[src/rtl/idu_pkg.sv]
// Shared types for the multi-thread RV32I decode stage: opcodes, operation
// classes, immediate formats and the decoded control word.
package idu_pkg;

  // Immediate width carried in the control word (RV32I base set).
  localparam int IMM_W = 32;

  // RV32I major opcodes (instr[6:0]).
  localparam logic [6:0] OPC_LUI    = 7'b0110111;
  localparam logic [6:0] OPC_AUIPC  = 7'b0010111;
  localparam logic [6:0] OPC_JAL    = 7'b1101111;
  localparam logic [6:0] OPC_JALR   = 7'b1100111;
  localparam logic [6:0] OPC_BRANCH = 7'b1100011;
  localparam logic [6:0] OPC_LOAD   = 7'b0000011;
  localparam logic [6:0] OPC_STORE  = 7'b0100011;
  localparam logic [6:0] OPC_OP_IMM = 7'b0010011;
  localparam logic [6:0] OPC_OP     = 7'b0110011;
  localparam logic [6:0] OPC_FENCE  = 7'b0001111;
  localparam logic [6:0] OPC_SYSTEM = 7'b1110011;

  // Operation class handed to execute; CLS_NONE is used for illegal words.
  typedef enum logic [3:0] {
    CLS_NONE   = 4'd0,
    CLS_LUI    = 4'd1,
    CLS_AUIPC  = 4'd2,
    CLS_JAL    = 4'd3,
    CLS_JALR   = 4'd4,
    CLS_BRANCH = 4'd5,
    CLS_LOAD   = 4'd6,
    CLS_STORE  = 4'd7,
    CLS_OP_IMM = 4'd8,
    CLS_OP     = 4'd9,
    CLS_FENCE  = 4'd10,
    CLS_SYSTEM = 4'd11
  } op_class_t;

  // Immediate encodings; IMM_SH is the shift-immediate shamt field.
  typedef enum logic [2:0] {
    IMM_NONE = 3'd0,
    IMM_I    = 3'd1,
    IMM_S    = 3'd2,
    IMM_B    = 3'd3,
    IMM_U    = 3'd4,
    IMM_J    = 3'd5,
    IMM_SH   = 3'd6
  } imm_fmt_t;

  typedef struct packed {
    logic             rs1_en;
    logic             rs2_en;
    logic             rd_en;
    logic [4:0]       rs1_addr;
    logic [4:0]       rs2_addr;
    logic [4:0]       rd_addr;
    logic [IMM_W-1:0] imm;
    op_class_t        op_class;
    logic [2:0]       fn3;
    logic             alt;
    logic             illegal;
  } decoded_t;

  // Sign-extended immediate for the given format; B and J keep bit0 at 0.
  function automatic logic [IMM_W-1:0] imm_gen(input logic [31:0] ins,
                                               input imm_fmt_t fmt);
    logic [IMM_W-1:0] imm;
    imm = '0;
    case (fmt)
      IMM_I:   imm = {{20{ins[31]}}, ins[31:20]};
      IMM_S:   imm = {{20{ins[31]}}, ins[31:25], ins[11:7]};
      IMM_B:   imm = {{19{ins[31]}}, ins[31], ins[7], ins[30:25], ins[11:8], 1'b0};
      IMM_U:   imm = {ins[31:12], 12'b0};
      IMM_J:   imm = {{11{ins[31]}}, ins[31], ins[19:12], ins[20], ins[30:21], 1'b0};
      IMM_SH:  imm = {27'b0, ins[24:20]};
      default: imm = '0;
    endcase
    return imm;
  endfunction

endpackage

[src/rtl/idu_dec_core.sv]
// Combinational RV32I decoder: instruction word to decoded control word.
module idu_dec_core
  import idu_pkg::*;
(
  input  logic [31:0] i_instr,
  output decoded_t    o_dec
);

  logic       w_legal;
  logic       w_use_rs1;
  logic       w_use_rs2;
  logic       w_use_rd;
  imm_fmt_t   w_fmt;
  op_class_t  w_cls;
  logic [2:0] w_fn3;
  logic [6:0] w_fn7;
  logic [4:0] w_rd;

  assign w_fn3 = i_instr[14:12];
  assign w_fn7 = i_instr[31:25];
  assign w_rd  = i_instr[11:7];

  // Classify the opcode, validate fn3/funct7 and pick register usage and imm format.
  always_comb begin
    w_legal   = 1'b0;
    w_use_rs1 = 1'b0;
    w_use_rs2 = 1'b0;
    w_use_rd  = 1'b0;
    w_fmt     = IMM_NONE;
    w_cls     = CLS_NONE;
    if (i_instr[1:0] == 2'b11) begin
      case (i_instr[6:0])
        OPC_LUI: begin
          w_legal = 1'b1; w_cls = CLS_LUI; w_use_rd = 1'b1; w_fmt = IMM_U;
        end
        OPC_AUIPC: begin
          w_legal = 1'b1; w_cls = CLS_AUIPC; w_use_rd = 1'b1; w_fmt = IMM_U;
        end
        OPC_JAL: begin
          w_legal = 1'b1; w_cls = CLS_JAL; w_use_rd = 1'b1; w_fmt = IMM_J;
        end
        OPC_JALR: begin
          w_legal   = (w_fn3 == 3'b000);
          w_cls     = CLS_JALR;
          w_use_rd  = 1'b1;
          w_use_rs1 = 1'b1;
          w_fmt     = IMM_I;
        end
        OPC_BRANCH: begin
          w_legal   = (w_fn3 != 3'b010) && (w_fn3 != 3'b011);
          w_cls     = CLS_BRANCH;
          w_use_rs1 = 1'b1;
          w_use_rs2 = 1'b1;
          w_fmt     = IMM_B;
        end
        OPC_LOAD: begin
          w_legal   = (w_fn3 == 3'b000) || (w_fn3 == 3'b001) || (w_fn3 == 3'b010) ||
                      (w_fn3 == 3'b100) || (w_fn3 == 3'b101);
          w_cls     = CLS_LOAD;
          w_use_rd  = 1'b1;
          w_use_rs1 = 1'b1;
          w_fmt     = IMM_I;
        end
        OPC_STORE: begin
          w_legal   = (w_fn3 == 3'b000) || (w_fn3 == 3'b001) || (w_fn3 == 3'b010);
          w_cls     = CLS_STORE;
          w_use_rs1 = 1'b1;
          w_use_rs2 = 1'b1;
          w_fmt     = IMM_S;
        end
        OPC_OP_IMM: begin
          w_cls     = CLS_OP_IMM;
          w_use_rd  = 1'b1;
          w_use_rs1 = 1'b1;
          if (w_fn3 == 3'b001) begin
            w_legal = (w_fn7 == 7'b0000000);
            w_fmt   = IMM_SH;
          end else if (w_fn3 == 3'b101) begin
            w_legal = (w_fn7 == 7'b0000000) || (w_fn7 == 7'b0100000);
            w_fmt   = IMM_SH;
          end else begin
            w_legal = 1'b1;
            w_fmt   = IMM_I;
          end
        end
        OPC_OP: begin
          w_cls     = CLS_OP;
          w_use_rd  = 1'b1;
          w_use_rs1 = 1'b1;
          w_use_rs2 = 1'b1;
          w_legal   = (w_fn7 == 7'b0000000) ||
                      ((w_fn7 == 7'b0100000) && ((w_fn3 == 3'b000) || (w_fn3 == 3'b101)));
        end
        OPC_FENCE: begin
          w_legal = (w_fn3 == 3'b000);
          w_cls   = CLS_FENCE;
        end
        OPC_SYSTEM: begin
          w_legal = (i_instr == 32'h0000_0073) || (i_instr == 32'h0010_0073);
          w_cls   = CLS_SYSTEM;
        end
        default: w_legal = 1'b0;
      endcase
    end
  end

  // Assemble the control word; unused fields and every field of an illegal word are zero.
  always_comb begin
    o_dec = '0;
    if (w_legal) begin
      o_dec.rs1_en   = w_use_rs1;
      o_dec.rs1_addr = w_use_rs1 ? i_instr[19:15] : 5'd0;
      o_dec.rs2_en   = w_use_rs2;
      o_dec.rs2_addr = w_use_rs2 ? i_instr[24:20] : 5'd0;
      o_dec.rd_en    = w_use_rd && (w_rd != 5'd0);
      o_dec.rd_addr  = w_use_rd ? w_rd : 5'd0;
      o_dec.imm      = imm_gen(i_instr, w_fmt);
      o_dec.op_class = w_cls;
      o_dec.fn3      = w_fn3;
      o_dec.alt      = i_instr[30];
    end else begin
      o_dec.illegal  = 1'b1;
    end
  end

endmodule

[src/rtl/idu_mt.sv]
// Multi-thread decode stage: decoder, output register plus skid register,
// per-thread flush and per-thread halt-on-illegal.
module idu_mt
  import idu_pkg::*;
#(
  parameter  int XLEN    = 32,
  parameter  int THREADS = 4,
  localparam int TID_W   = (THREADS > 1) ? $clog2(THREADS) : 1
) (
  input  logic             clk,
  input  logic             rst,
  input  logic             in_valid,
  output logic             in_ready,
  input  logic [31:0]      in_instr,
  input  logic [XLEN-1:0]  in_pc,
  input  logic [TID_W-1:0] in_tid,
  input  logic             flush,
  input  logic [TID_W-1:0] flush_tid,
  output logic             out_valid,
  input  logic             out_ready,
  output decoded_t         out_dec,
  output logic [XLEN-1:0]  out_pc,
  output logic [TID_W-1:0] out_tid
);

  logic               r_out_valid;
  decoded_t           r_out_dec;
  logic [XLEN-1:0]    r_out_pc;
  logic [TID_W-1:0]   r_out_tid;
  logic               r_skid_valid;
  decoded_t           r_skid_dec;
  logic [XLEN-1:0]    r_skid_pc;
  logic [TID_W-1:0]   r_skid_tid;
  logic [THREADS-1:0] r_halted;

  decoded_t w_dec;
  logic     w_halt_hit;
  logic     w_push;
  logic     w_pop;
  logic     w_out_hit;
  logic     w_skid_hit;
  logic     w_keep_out;
  logic     w_keep_skid;

  idu_dec_core u_dec (
    .i_instr (in_instr),
    .o_dec   (w_dec)
  );

  // Only registered state feeds in_ready, so out_ready never reaches it combinationally.
  assign in_ready  = !r_skid_valid && !rst;
  assign out_valid = r_out_valid;
  assign out_dec   = r_out_dec;
  assign out_pc    = r_out_pc;
  assign out_tid   = r_out_tid;

  // Work out which buffered entries survive this cycle and whether the input is kept.
  always_comb begin
    w_halt_hit = 1'b0;
    for (int unsigned t = 0; t < THREADS; t++) begin
      if (r_halted[t] && (in_tid == TID_W'(t))) w_halt_hit = 1'b1;
    end
    // Accepted words of a halted or flushed thread are consumed but never stored.
    w_push      = in_valid && in_ready && !w_halt_hit && !(flush && (in_tid == flush_tid));
    w_pop       = r_out_valid && out_ready;
    w_out_hit   = flush && (r_out_tid == flush_tid);
    w_skid_hit  = flush && (r_skid_tid == flush_tid);
    w_keep_out  = r_out_valid && !w_pop && !w_out_hit;
    w_keep_skid = r_skid_valid && !w_skid_hit;
  end

  // Output/skid register movement and halted bookkeeping.
  always_ff @(posedge clk) begin
    if (rst) begin
      r_out_valid  <= 1'b0;
      r_out_dec    <= '0;
      r_out_pc     <= '0;
      r_out_tid    <= '0;
      r_skid_valid <= 1'b0;
      r_skid_dec   <= '0;
      r_skid_pc    <= '0;
      r_skid_tid   <= '0;
      r_halted     <= '0;
    end else begin
      // A push can only coincide with an empty skid, since in_ready requires it.
      if (w_keep_out) begin
        if (!w_keep_skid) begin
          r_skid_valid <= w_push;
          if (w_push) begin
            r_skid_dec <= w_dec;
            r_skid_pc  <= in_pc;
            r_skid_tid <= in_tid;
          end
        end
      end else if (w_keep_skid) begin
        r_out_valid  <= 1'b1;
        r_out_dec    <= r_skid_dec;
        r_out_pc     <= r_skid_pc;
        r_out_tid    <= r_skid_tid;
        r_skid_valid <= 1'b0;
      end else begin
        r_out_valid  <= w_push;
        r_skid_valid <= 1'b0;
        if (w_push) begin
          r_out_dec <= w_dec;
          r_out_pc  <= in_pc;
          r_out_tid <= in_tid;
        end
      end

      // Flush of a thread beats a same-cycle illegal emit for that thread.
      for (int unsigned t = 0; t < THREADS; t++) begin
        if (flush && (flush_tid == TID_W'(t))) begin
          r_halted[t] <= 1'b0;
        end else if (w_push && w_dec.illegal && (in_tid == TID_W'(t))) begin
          r_halted[t] <= 1'b1;
        end
      end
    end
  end

endmodule

[config.mk]
export PLATFORM = sky130hd
export DESIGN_NAME = idu_mt
export DESIGN_NICKNAME = d
export VERILOG_FILES = /design/src/rtl/idu_pkg.sv /design/src/rtl/idu_dec_core.sv /design/src/rtl/idu_mt.sv
export SDC_FILE = /design/constraint.sdc
export NUM_CORES = 1
export LEC_CHECK = 0
export ABC_AREA = 1
export CORE_UTILIZATION = 40
export DETAILED_ROUTE_END_ITERATION = 16
export GPL_TIMING_DRIVEN = 0
export MAX_ROUTING_LAYER = met4
export PLACE_DENSITY = 0.7
export SLEW_MARGIN = 20
export SYNTH_ARGS = -nofsm -noshare
export SYNTH_HDL_FRONTEND = slang
export SYNTH_SLANG_ARGS = --single-unit
[constraint.sdc]
create_clock -name clk -period 1.9 [get_ports clk]
set_input_delay 0.38 -clock clk [delete_from_list [all_inputs] [get_ports clk]]
set_output_delay 0.38 -clock clk [all_outputs]
set_load 0.01 [all_outputs]
# Word-level counts from Yosys, hierarchy flattened
# Cells that the tools add are included.
[word_totals]
latch_bits = 0
mem_bits_rw = 0
rom_bits = 0
elab_cells = 165
out_inout_bits = 95
register_bits = 192
n_memories = 0
input_bits = 73
[classes]
n_reduce_logical = 62
div = 0
eq_ne = 36
mul = 0
n_lt_le_gt_ge = 0
n_shift = 0
n_bitwise = 2
add_sub_neg = 0
n_mux = 33
[op_table]
columns = ["cell", "count"]
rows = [
  ["one-hot mux 32 bit (6 select lines)", 1],
  ["two-way mux 59 bit", 2],
  ["two-way mux 32 bit", 2],
  ["two-way mux 58 bit", 1],
  ["one-hot mux 4 bit (11 select lines)", 1],
  ["equality test 32 x 21 -> 1 bit (second input constant)", 1],
  ["equality test 32 x 7 -> 1 bit (second input constant)", 1],
  ["equality test 7 x 6 -> 1 bit (second input constant)", 4],
  ["equality test 7 bit (second input constant)", 4],
  ["logical AND 1 bit", 27],
  ["one-hot mux 3 bit (6 select lines)", 1],
  ["OR reduction 2 bit", 8],
  ["equality test 3 bit (second input constant)", 5],
  ["two-way mux 1 bit", 15],
  ["two-way mux 5 bit", 3],
  ["equality test 7 x 5 -> 1 bit (second input constant)", 2],
  ["equality test 2 bit (second input constant)", 5],
  ["equality test 3 x 2 -> 1 bit (second input constant)", 3],
  ["two-way mux 3 bit", 3],
  ["logical OR 1 bit", 8],
  ["one-hot mux 1 bit (8 select lines)", 1],
  ["equality test 7 x 2 -> 1 bit (second input constant)", 1],
  ["equality test 7 x 4 -> 1 bit (second input constant)", 1],
  ["logical NOT 1 bit", 7],
  ["other kinds (17)", 26],
]

# Depth between registers and ports, before layout
[logic_depth]
ltp_word = 11
ltp_mapped = 16
depth_no_buf = 15

# Modules after synthesis
# Synthesis repeated with hierarchy kept, for this count alone.
[hier_totals]
hier_cells = 1838
area_unflattened_um2 = 10679.0
[modules_own_cells]
columns = ["module", "seq_area_each_um2", "cells_per_inst", "area_per_inst_um2", "n_inst"]
rows = [
  ["idu_mt", 3843.7, 1556, 9295.2, 1],
  ["idu_dec_core", 0.0, 282, 1383.8, 1],
]

# Worst setup path after synthesis
# OpenSTA, ideal clock, no wires.
[synth_path]
path_kind = "in2reg"
start = "in rst"
end = "reg r_out_tid[1] (netlist: out_tid[1])"
arrival_ns = 1.740
setup_time_ns = 0.119
t_required_ns = 1.781
n_path_buf = 3
cell_stages = 11
setup_slack_ns = 0.041
path_cell_list = "buf_2 nor2_1 nand2_1 nor3_2 nand2_1 nand2_1 nand2_2 buf_6 buf_6 a211oi_1 nor2_1"
[synth_via]
elab_chain_cells = 7
[synth_rtl]
columns = ["element", "line_no", "source"]
rows = [
  ["from (decl)", "idu_mt.sv:11", "input logic rst,"],
  ["logical NOT 1 bit", "idu_mt.sv:51", "assign in_ready = !r_skid_valid && !rst;"],
  ["logical AND 1 bit", "idu_mt.sv:51", ""],
  ["via in_ready", "idu_mt.sv:13", "output logic in_ready,"],
  ["logical AND 1 bit (3 in series)", "idu_mt.sv:64", "w_push = in_valid && in_ready && !w_halt_hit && !(flush && (in_tid == flush_tid));"],
  ["nonzero test 2 bit (no line)", "n/a", ""],
  ["AND reduction 2 bit (no line)", "n/a", ""],
  ["to (signal assigned)", "idu_mt.sv:99", "r_out_tid <= r_skid_tid;"],
  ["to (signal assigned)", "idu_mt.sv:107", "r_out_tid <= in_tid;"],
  ["to (decl)", "idu_mt.sv:29", "logic [TID_W-1:0] r_out_tid;"],
]
# The timed path passes the listed nets, and every way through them passes these cells.
# A chain may end at the register's enable or synchronous reset.

# Worst setup path in the final report
[layout_path]
start = "reg r_skid_valid"
end = "out in_ready"
[layout_via]
elab_chain_cells = 2
[layout_rtl]
columns = ["element", "line_no", "source"]
rows = [
  ["from (decl)", "idu_mt.sv:30", "logic r_skid_valid;"],
  ["from (signal assigned)", "idu_mt.sv:88", "r_skid_valid <= w_push;"],
  ["logical NOT 1 bit", "idu_mt.sv:51", ""],
  ["logical AND 1 bit", "idu_mt.sv:51", ""],
  ["to (decl)", "idu_mt.sv:13", ""],
]
# Every way passes these cells.

==> impl_results.md <==
* Nets at roughly 1600
* Pleak at 5.09 nW
* Synthesized Nets at ~1400
* Leading area contributor after synthesis: dfxtp_1
* Clk network pwr share at 40.8%
* Die area at 23000 sq um
* Commonest non-fill, non-tap cell in the layout: nand2_1
* Post-Syn Area at 8950 sq um
* Total number of vias at roughly 9500
* Endpoints failing hold at 0
* Reg2reg start: r_skid_valid
* Final worst setup slack at 0.0485 ns
* CORE AREA at 21900 sq um
* Reg-to-reg endpoint: out_pc[31]
* Initial Utilization at 40.9%
* Crit. End Element: primary output
* Ys flop type: dfxtp_1
* Critical Path Start: r_skid_valid
* Most used cells in the layout excluding fill and tap cells: nand2_1 (281), dfxtp_1 (192), a21oi_1 (189)
* R2R setup slack at roughly 0.11 ns
* Hold Buf Count CTS at 0
* Crit path cell chain: nor2_1, clkdlybuf4s50_1
* RSZ-0062 raised after global routing: true
* Cell internal pwr at 6.64 mW
* Area share of the largest cell type after synthesis at 43.0%
* Clock sinks at 192
* Max Cap Viol at 0
* Synth async-reset ratio at 0%
* Fin. max-slew vios at 0
* Total Routing Usage GR at a little over a quarter
* CP max stage cell: clkdlybuf4s50_1
* Synth top area cells: dfxtp_1 (43%), nand2_1 (12%), a21oi_1 (11%), o21ai_0 (8.3%), nor2_1 (6.3%)
* Worst skew pair latency at 0.44 ns
* Setup violators final at 0
* CTS tree: yes
* Status: completed
* RD Place Congestion at 0.981
* EDFF count, synth at 0
* Synth Area per Inst at 6.97 sq um
* Vias in the first global route at 8513
* Clk buf depth at 2
* Power Density at around 750 nW/um^2
* Fin util at 55.0%
* Via/cell ratio at between 5 and 6
* Relative slew slack at between 50 and 60%
* Worst Skew at 0.0110 ns
* Yosys reg bits at roughly 190
* Cell count after synthesis at around 1300
* Worst Path Max Fanout at 2
* Max incr delay on CP at 0.56 ns
* Net Sw Frac at 26.8%
* ANT nets after route at 0
* P_sw at about 2.4 mW
* Share of total power in sequential cells at 46.6%
* Die height at 152 microns
* Largest net degree at the start of global routing at 19
* Worst EP required at 1.52 ns
* Met3 WL at approximately 2.5 mm
* Post-route DRC at 0
* Max Clk Rate at 540 MHz
* Diode count at 0
* Startpoint type of the worst setup path: flip-flop
* Register area share after synthesis at 43.0%
* Min-delay worst type: primary input to flip-flop
* Clock slew at reported path FFs at 0.08 ns
* YS warnings at 0
* Synth cell types at 37
* Worst EP arrival at 1.47 ns
* GRT overflow at 0
* Cell row count at 54
* HPWL Detailed at approximately 22 mm
* Initial DRC count at ~900
* Crit share post-route at 97.4%
* Met2 wire length at ~14 mm
* Worst hold start: flush_tid[0]
* CTS root buf: clkbuf_16
* Crit path kind: flip-flop to primary output
* Worst Tran Pin Value at 0.704 ns
* First-pass GRT wire length at between 40 and 50 mm
* Total CTS buffers at 17
* Comb power frac at 12.7%
* Drt pass-1 iters at 5
* Critical Path End: in_ready
* M1 WL at 13.3 mm
* FF-to-FF path depth at 10
* Max IR drop VDD at 0.000647 V
* Top Metal Used: met4
* IO Pins at 168
* Width of the die at between 150 and 200 microns
* PortBufs at 163
* Final min period at 1.85 ns
* Wire per inst at 17.0 microns
* Area growth syn-to-layout at 34.5%
* Routed wire length at roughly 30 mm
* H-tree depth at 4
* Share of cells above drive strength 1 at a little over an eighth
* Initial antenna violation count at 0
* Pre-CTS WS at -0.850 ns
cells in the mapped netlist, types with 2 or more instances:
cell type,n
nand2_2,7
o21ai_1,3
nor2_1,151
dfxtp_1,192
nand2_1,291
nand2_4,3
inv_1,69
inv_2,10
nor2_2,3
nor2_4,4
buf_1,5
buf_6,8
nand3b_1,2
buf_4,6
nand3_1,55
nand3_2,3
buf_2,39
o21ai_0,149
o221ai_1,2
a211oi_1,22
clkbuf_1,35
nand4_1,9
a21oi_1,192
a211oi_2,10
power by group through the flow:
| stage | sequential, mW | combinational (mW) | clock, mW |
|---|---|---|---|
| 2_1_floorplan | 4.34 | 0.467 | 0 |
| 3_3_place_gp | 4.32 | 1.05 | 0 |
| 4_1_cts | 4.23 | 1.10 | 3.74 |
| 3_5_place_dp | 4.32 | 1.06 | 0 |
| 6_report | 4.23 | 1.15 | 3.70 |
| 5_1_grt | 4.24 | 1.25 | 3.88 |
cell families after synthesis:
| family | Yosys count | share of synthesized area (%) |
|---|---|---|
| buf+inv | 172 | 8.69 |
| simple gates | 529 | 24.4 |
| xor+xnor | 1 | 0.0979 |
| flops | 192 | 43.0 |
| compound gates | 389 | 23.8 |
cell type report:
class,instances,area (sq um)
Multi-Input combinational cell,920,4540
Buffer,93,662
Tap cell,280,350
Inverter,79,309
Sequential cell,192,3840
Clock buffer,17,425
Fill cell,2106,9860
Clock inverter,15,170
Timing Repair Buffer,175,1740
per-layer routing:
| layer | up-vias | track usage [%] |
|---|---|---|
| met2 | 415 | 40.2 |
| li1 | 4639 | - |
| met3 | 49 | 5.81 |
| met4 | 0 | 9.06 |
| met5 | - | - |
| met1 | 4440 | 35.7 |
flip-flops by register name, summed over array words and instances, names as in the netlist:
register	cells
r_skid_dec	59
r_halted	4
out_valid	1
out_dec	59
r_skid_valid	1
r_skid_pc	32
r_skid_tid	2
out_tid	2
out_pc	32
per-stage QoR:
step	total power, mW	std cells	area, sq um	hold slack, ns	setup TNS, ns
floorplan	4.81	1283	8950	0.434	0
global placement	5.37	1726	10900	0.445	-124.10
detailed placement	5.38	1726	10900	0.449	-127.85
CTS	9.06	1763	11800	0.260	-0.0242
global route	9.36	1771	12000	0.296	-0.0219
finish	9.07	1771	12000	0.274	0
worst min path at each step:
stage,cells after the start,to
global route,3,r_halted[2]
floorplan,2,r_skid_pc[0]
detailed placement,2,r_skid_pc[27]
global placement,2,r_skid_pc[12]
CTS,3,r_halted[2]
finish,3,r_halted[2]
repair_timing:
item	4_1_cts	5_1_grt
gates cloned	0	3
pin swaps	10	14
resized for setup	102	85
endpoints found under the setup margin	190	180
buffers inserted	5	5
worst max-delay path: cells and delay by family, from the launching register on:
kind | cells | cell delay (ns)
DFF | 1 | 0.33
and+or+nand+nor | 1 | 0.15
buffers and inverters | 1 | 0.56
Note: power is estimated with default switching activity, not from simulation.
